===== src/rtl/input_conditioner.sv =====
// input_conditioner: synchronizes and debounces raw pushbuttons, then presents
// either the debounced level or a sticky "pressed" latch to the processor IN path.
// The sticky latch is cleared by the IN read strobe, so presses between reads
// are not lost; a second press before a read is flagged as overrun.
module input_conditioner #(
  parameter int unsigned WIDTH           = 4,
  parameter int unsigned SYNC_STAGES     = 2,
  parameter int unsigned DEBOUNCE_CYCLES = 16
) (
  input  logic             clk,
  input  logic             reset,
  input  logic [WIDTH-1:0] btn_raw,
  input  logic             rd_strobe,
  input  logic             mode,
  output logic [WIDTH-1:0] pushbuttons,
  output logic [WIDTH-1:0] stable,
  output logic             press_pending,
  output logic [WIDTH-1:0] overrun
);

  localparam int unsigned   CW      = $clog2(DEBOUNCE_CYCLES + 1);
  localparam logic [CW-1:0] CNT_MAX = CW'(DEBOUNCE_CYCLES);
  localparam logic [CW-1:0] CNT_ONE = CW'(1);

  typedef enum logic [1:0] {
    S_LOW  = 2'd0,
    S_RISE = 2'd1,
    S_HIGH = 2'd2,
    S_FALL = 2'd3
  } state_t;

  logic [WIDTH-1:0] sync_q [SYNC_STAGES];
  logic [WIDTH-1:0] sync;

  state_t           state [WIDTH];
  logic [CW-1:0]    cnt   [WIDTH];
  logic [WIDTH-1:0] stable_q;
  logic [WIDTH-1:0] press_evt;
  logic [WIDTH-1:0] latch_q;
  logic [WIDTH-1:0] overrun_q;

  // Multi-stage synchronizer chain per bit; the last stage feeds the FSMs.
  always_ff @(posedge clk or posedge reset) begin
    if (reset) begin
      for (int unsigned s = 0; s < SYNC_STAGES; s++) begin
        sync_q[s] <= '0;
      end
    end else begin
      sync_q[0] <= btn_raw;
      for (int unsigned s = 1; s < SYNC_STAGES; s++) begin
        sync_q[s] <= sync_q[s-1];
      end
    end
  end

  assign sync = sync_q[SYNC_STAGES-1];

  // Per-bit debounce FSM; stable is registered alongside the state so it
  // changes on exactly the edge that enters S_HIGH or S_LOW.
  always_ff @(posedge clk or posedge reset) begin
    if (reset) begin
      for (int unsigned i = 0; i < WIDTH; i++) begin
        state[i] <= S_LOW;
        cnt[i]   <= '0;
      end
      stable_q <= '0;
    end else begin
      for (int unsigned i = 0; i < WIDTH; i++) begin
        case (state[i])
          S_LOW: begin
            if (sync[i]) begin
              state[i] <= S_RISE;
              cnt[i]   <= CNT_ONE;
            end
          end
          S_RISE: begin
            if (!sync[i]) begin
              state[i] <= S_LOW;
              cnt[i]   <= '0;
            end else if (cnt[i] == CNT_MAX) begin
              state[i]    <= S_HIGH;
              cnt[i]      <= '0;
              stable_q[i] <= 1'b1;
            end else begin
              cnt[i] <= cnt[i] + CNT_ONE;
            end
          end
          S_HIGH: begin
            if (!sync[i]) begin
              state[i] <= S_FALL;
              cnt[i]   <= CNT_ONE;
            end
          end
          S_FALL: begin
            if (sync[i]) begin
              state[i] <= S_HIGH;
              cnt[i]   <= '0;
            end else if (cnt[i] == CNT_MAX) begin
              state[i]    <= S_LOW;
              cnt[i]      <= '0;
              stable_q[i] <= 1'b0;
            end else begin
              cnt[i] <= cnt[i] + CNT_ONE;
            end
          end
          default: begin
            state[i]    <= S_LOW;
            cnt[i]      <= '0;
            stable_q[i] <= 1'b0;
          end
        endcase
      end
    end
  end

  // Press event is the S_RISE -> S_HIGH transition condition, so the latch
  // sets on the same edge that stable rises.
  always_comb begin
    press_evt = '0;
    for (int unsigned i = 0; i < WIDTH; i++) begin
      press_evt[i] = (state[i] == S_RISE) && sync[i] && (cnt[i] == CNT_MAX);
    end
  end

  // Sticky latch and overrun flags; a press in the read cycle is kept.
  always_ff @(posedge clk or posedge reset) begin
    if (reset) begin
      latch_q   <= '0;
      overrun_q <= '0;
    end else begin
      latch_q   <= press_evt | (rd_strobe ? '0 : latch_q);
      overrun_q <= rd_strobe ? '0 : (overrun_q | (press_evt & latch_q));
    end
  end

  assign stable        = stable_q;
  assign overrun       = overrun_q;
  assign press_pending = |latch_q;
  assign pushbuttons   = mode ? latch_q : stable_q;

endmodule

===== config.mk =====
export PLATFORM = sky130hd
export DESIGN_NAME = input_conditioner
export DESIGN_NICKNAME = d
export VERILOG_FILES = /design/src/rtl/input_conditioner.sv
export SDC_FILE = /design/constraint.sdc
export NUM_CORES = 1
export LEC_CHECK = 0
export ABC_CLOCK_PERIOD_IN_PS = 1500
export CORE_ASPECT_RATIO = 1.5
export CORE_UTILIZATION = 45
export DETAILED_ROUTE_END_ITERATION = 10
export GPL_ROUTABILITY_DRIVEN = 0
export MAX_ROUTING_LAYER = met4
export PLACE_DENSITY = 0.64
export SETUP_SLACK_MARGIN = 0.1
export SYNTH_ARGS = -nofsm -noshare
export SYNTH_HDL_FRONTEND = slang
export SYNTH_SLANG_ARGS = --single-unit

===== constraint.sdc =====
create_clock -name clk -period 1.5 [get_ports clk]
set_clock_uncertainty 0.05 [all_clocks]
set_input_delay 0.3 -clock clk [delete_from_list [all_inputs] [get_ports clk]]
set_output_delay 0.3 -clock clk [all_outputs]
set_load 0.05 [all_outputs]

==> Flow_metrics.wiki <==
{| class="wikitable"
! Metric !! Value
|-
| Outcome || finished with violations
|-
| Failing checks || negative setup slack
|-
| Horiz. Die Dim || 60.3 um
|-
| Max-slew violation total from the final report || 0
|-
| Setup CP Type || reg -> out
|-
| CTS Hold Buffers Added || 0
|-
| Number of global-route vias before repair || 1829
|-
| Die footprint || 0.00539 sq mm
|-
| Flip-flop cell with the highest count after synthesis || sky130_fd_sc_hd__dfrtp_1
|-
| Highest-delay cell along the critical path || sky130_fd_sc_hd__or4_4
|-
| Count of cells along the worst register-to-register path || 5
|-
| Part of the Yosys area used for sequential elements || 0.524
|-
| Fraction of layout instances using a drive strength above 1 || 0.478
|-
| Top cells by area, synth || sky130_fd_sc_hd__dfrtp_1 (52%), sky130_fd_sc_hd__ha_1 (4.4%), sky130_fd_sc_hd__xor2_1 (4.2%)
|-
| Final setup fails || 4
|-
| Clock tree from TritonCTS || yes
|-
| Final WS setup || -0.244 ns
|-
| Max-Slew Margin vs Limit || 0.662
|-
| Max-cap violations || 0
|-
| Peak supply drop || 641 uV
|-
| Largest net degree at the start of global routing || 39
|-
| Final Hold Violating Endpoints || 0
|-
| Worst min-delay path class || in -> async
|-
| Number of distinct library cells after synthesis || 36
|-
| Worst reg2reg setup slack || 0.04 ns
|-
| Synth top cells by count || sky130_fd_sc_hd__dfrtp_1 (48), sky130_fd_sc_hd__nand2_1 (22), sky130_fd_sc_hd__inv_1 (19)
|-
| Effective utilization at floorplan || 0.473
|-
| Cells after Synth || 215
|-
| Reg clk slew, reported paths || 0.09 ns
|-
| Antenna cell count || 0
|-
| RR Startpoint || cnt[0]
|-
| Setup tns final || -0.632 ns
|-
| Antenna Nets Post-Route || 0
|-
| Worst Tran Pin Value || 0.507 ns
|-
| Top cell type's share of synthesized area || 0.524
|-
| Worst-case clock buffer depth || 2
|-
| Maximum operating frequency || 574 MHz
|-
| Net count, final || 293
|-
| Clock Root Buffer || sky130_fd_sc_hd__clkbuf_8
|-
| Wire length reported by the detailed router || 5.28 mm
|-
| Global route total overflow || 0
|-
| Crit path launch || latch_q[1]
|-
| Number of rows in the core area || 31
|-
| Clock latency of the later-clocked register in the worst-skew pair || 0.30 ns
|-
| Wire length of the first global-routing pass || 8.20 mm
|-
| Global Route met3 Usage || 0.0318
|-
| Required time worst endpoint || 1.15 ns
|-
| Clock period minus worst slack || 1.74 ns
|-
| Leading cell type by number of instances after synthesis || sky130_fd_sc_hd__dfrtp_1
|-
| Detailed router's first-iteration violation count || 93
|-
| Total clock buffers created by CTS || 5
|-
| Unrepaired setup endpoints after global routing || yes
|-
| Crit-path max FO || 2
|-
| Met2 capacity usage during global routing || 0.351
|-
| Vias per cell || 5.48
|-
| Most used routing layer in global routing || met2
|-
| Ordered list of cells on the worst path || or4_4 > buf_8
|-
| Synthesis-to-layout area growth || 53.3%
|-
| CTS sink cnt || 48
|-
| Flops & latches, synth || 48
|-
| Ratio of final minimum period to clock period || 1.16
|-
| Number of antenna violations at the first check in global routing || 0
|-
| Biggest cell delay along the critical path || 0.54 ns
|-
| Die outline height || 89.4 um
|-
| Net count after synthesis || 231
|-
| Cell area after synthesis || 0.00229 sq mm
|-
| Post-detailed-route wirelength per cell || 15.4 um
|-
| Count of vias placed by the detailed router || 1885
|-
| Power per unit of standard cell area || 834 mW/mm^2
|-
| Fraction of synthesis flops using an asynchronous set or reset pin || 1.00
|-
| Crit path arrival time || 1.39 ns
|-
| Leakage || 1.52 nW
|-
| DRC violations left || 0
|-
| GR Layer Usage met1 || 0.250
|-
| Number of iterations in the first detailed-routing pass || 4
|-
| Type of element launching the critical path || flop
|-
| Global router's overall resource usage || 0.210
|-
| Post-synth EDFFs || 0
|-
| Number of synthesis warnings || 0
|-
| CORE AREA || 0.00485 sq mm
|-
| DPL Wire Length || 3.15 mm
|-
| Number of H-tree levels || 2
|-
| I/O pin total || 21
|-
| Overall power after layout || 0.00293 W
|-
| Kind of capture point of the worst setup path || output pin
|-
| Per-instance average area after synthesis || 10.7 sq um
|-
| I/O Buffers || 20
|-
| Pre-CTS setup slack || -0.286 ns
|-
| Worst hold margin || 0.203 ns
|-
| Cell type contributing the most total cell area after synthesis || sky130_fd_sc_hd__dfrtp_1
|}
-- cells by family after synthesis --
logic type      share of synthesized area
flops                               0.524
mux                                0.0147
fa+ha+maj                          0.0437
simple gates                        0.158
buf+inv                            0.0475
compound gates                      0.151
xor+xnor                           0.0611
-- final cells by class --
type                            count  area, sq um
Sequential cell                    48         1210
Fill cell                         342         1330
Inverter                           19         75.1
Clock inverter                      2         60.1
Clock buffer                        6         72.6
Timing Repair Buffer               62          662
Tap cell                           66         82.6
Multi-Input combinational cell    141         1350
-- flip-flops by register name, indices dropped and copies added (netlist names), named ones only --
signal   flops
sync_q       4
stable       4
cnt         20
state        4
latch_q      4
overrun      4
sync         4
-- what timing repair did --
item	in CTS	in global routing
setup buffers	15	4
gates cloned	0	0
setup endpoints to repair	23	23
pin swaps	7	7
gates resized for setup	45	42
-- metal layers --
metal | wire length [um] | share of wire | up-vias
met5 | 0 | 0 | -
met3 | 126 | 0.024 | 4
met1 | 2220 | 0.42 | 951
met4 | 55 | 0.010 | 0
li1 | - | - | 901
met2 | 2880 | 0.55 | 29
-- report_power, final --
| part | switching (W) | internal (W) | leakage (nW) |
|---|---|---|---|
| sequential | 0.0000688 | 0.00135 | 0.617 |
| combinational | 0.000200 | 0.000222 | 0.841 |
| clock | 0.000428 | 0.000666 | 0.0654 |
| total | 0.000697 | 0.00224 | 1.52 |
-- through the flow --
| step | util | cells | area, sq um |
|---|---|---|---|
| floorplan | - | 215 | 2330 |
| global placement | 0.588 | 318 | 2850 |
| detailed placement | 0.588 | 318 | 2850 |
| CTS | 0.677 | 341 | 3280 |
| global route | 0.725 | 344 | 3510 |
| finish | 0.725 | 344 | 3510 |
-- final timing paths --
path / endpoint
min in group clk: sync[2]
max in group asynchronous: stable[0]
worst max-delay path: press_pending
worst min register to register: sync[2]
worst min-delay path: cnt[18]
worst max register to register: cnt[4]
-- cells in the final DEF, fill, tap and decap left out, types with 3 or more instances in the layout --
cell                              synthesis  layout
sky130_fd_sc_hd__dfrtp_1                 48      40
sky130_fd_sc_hd__buf_6                    1       6
sky130_fd_sc_hd__nand3_1                 16      10
sky130_fd_sc_hd__o41ai_2                  1       4
sky130_fd_sc_hd__nand3_2                  0       4
sky130_fd_sc_hd__o21ai_0                  9       8
sky130_fd_sc_hd__a21oi_2                  0       4
sky130_fd_sc_hd__xor2_1                  11      11
sky130_fd_sc_hd__o22ai_1                  8       6
sky130_fd_sc_hd__mux2_4                   0       3
sky130_fd_sc_hd__clkdlybuf4s50_1          0       6
sky130_fd_sc_hd__clkbuf_8                 0       5
sky130_fd_sc_hd__nand4_1                  3       3
sky130_fd_sc_hd__inv_1                   19       9
sky130_fd_sc_hd__a21oi_1                 11       7
sky130_fd_sc_hd__buf_12                   0      10
sky130_fd_sc_hd__buf_4                    1      35
sky130_fd_sc_hd__nor4b_4                  0       3
sky130_fd_sc_hd__buf_8                    0       4
sky130_fd_sc_hd__nand2b_1                 4       4
sky130_fd_sc_hd__nand2_1                 22      21
sky130_fd_sc_hd__and4bb_4                 0       3
sky130_fd_sc_hd__inv_2                    0       9
sky130_fd_sc_hd__dfrtp_2                  0       8
sky130_fd_sc_hd__ha_4                     0       4
sky130_fd_sc_hd__ha_1                     8       3
-- critical path: cells and delay by family, from the launching register on --
kind | cells | cell delay, ns
DFF | 1 | 0.39
buffers and inverters | 1 | 0.17
and+or+nand+nor | 1 | 0.54
Power figures use the tool's default switching activity.
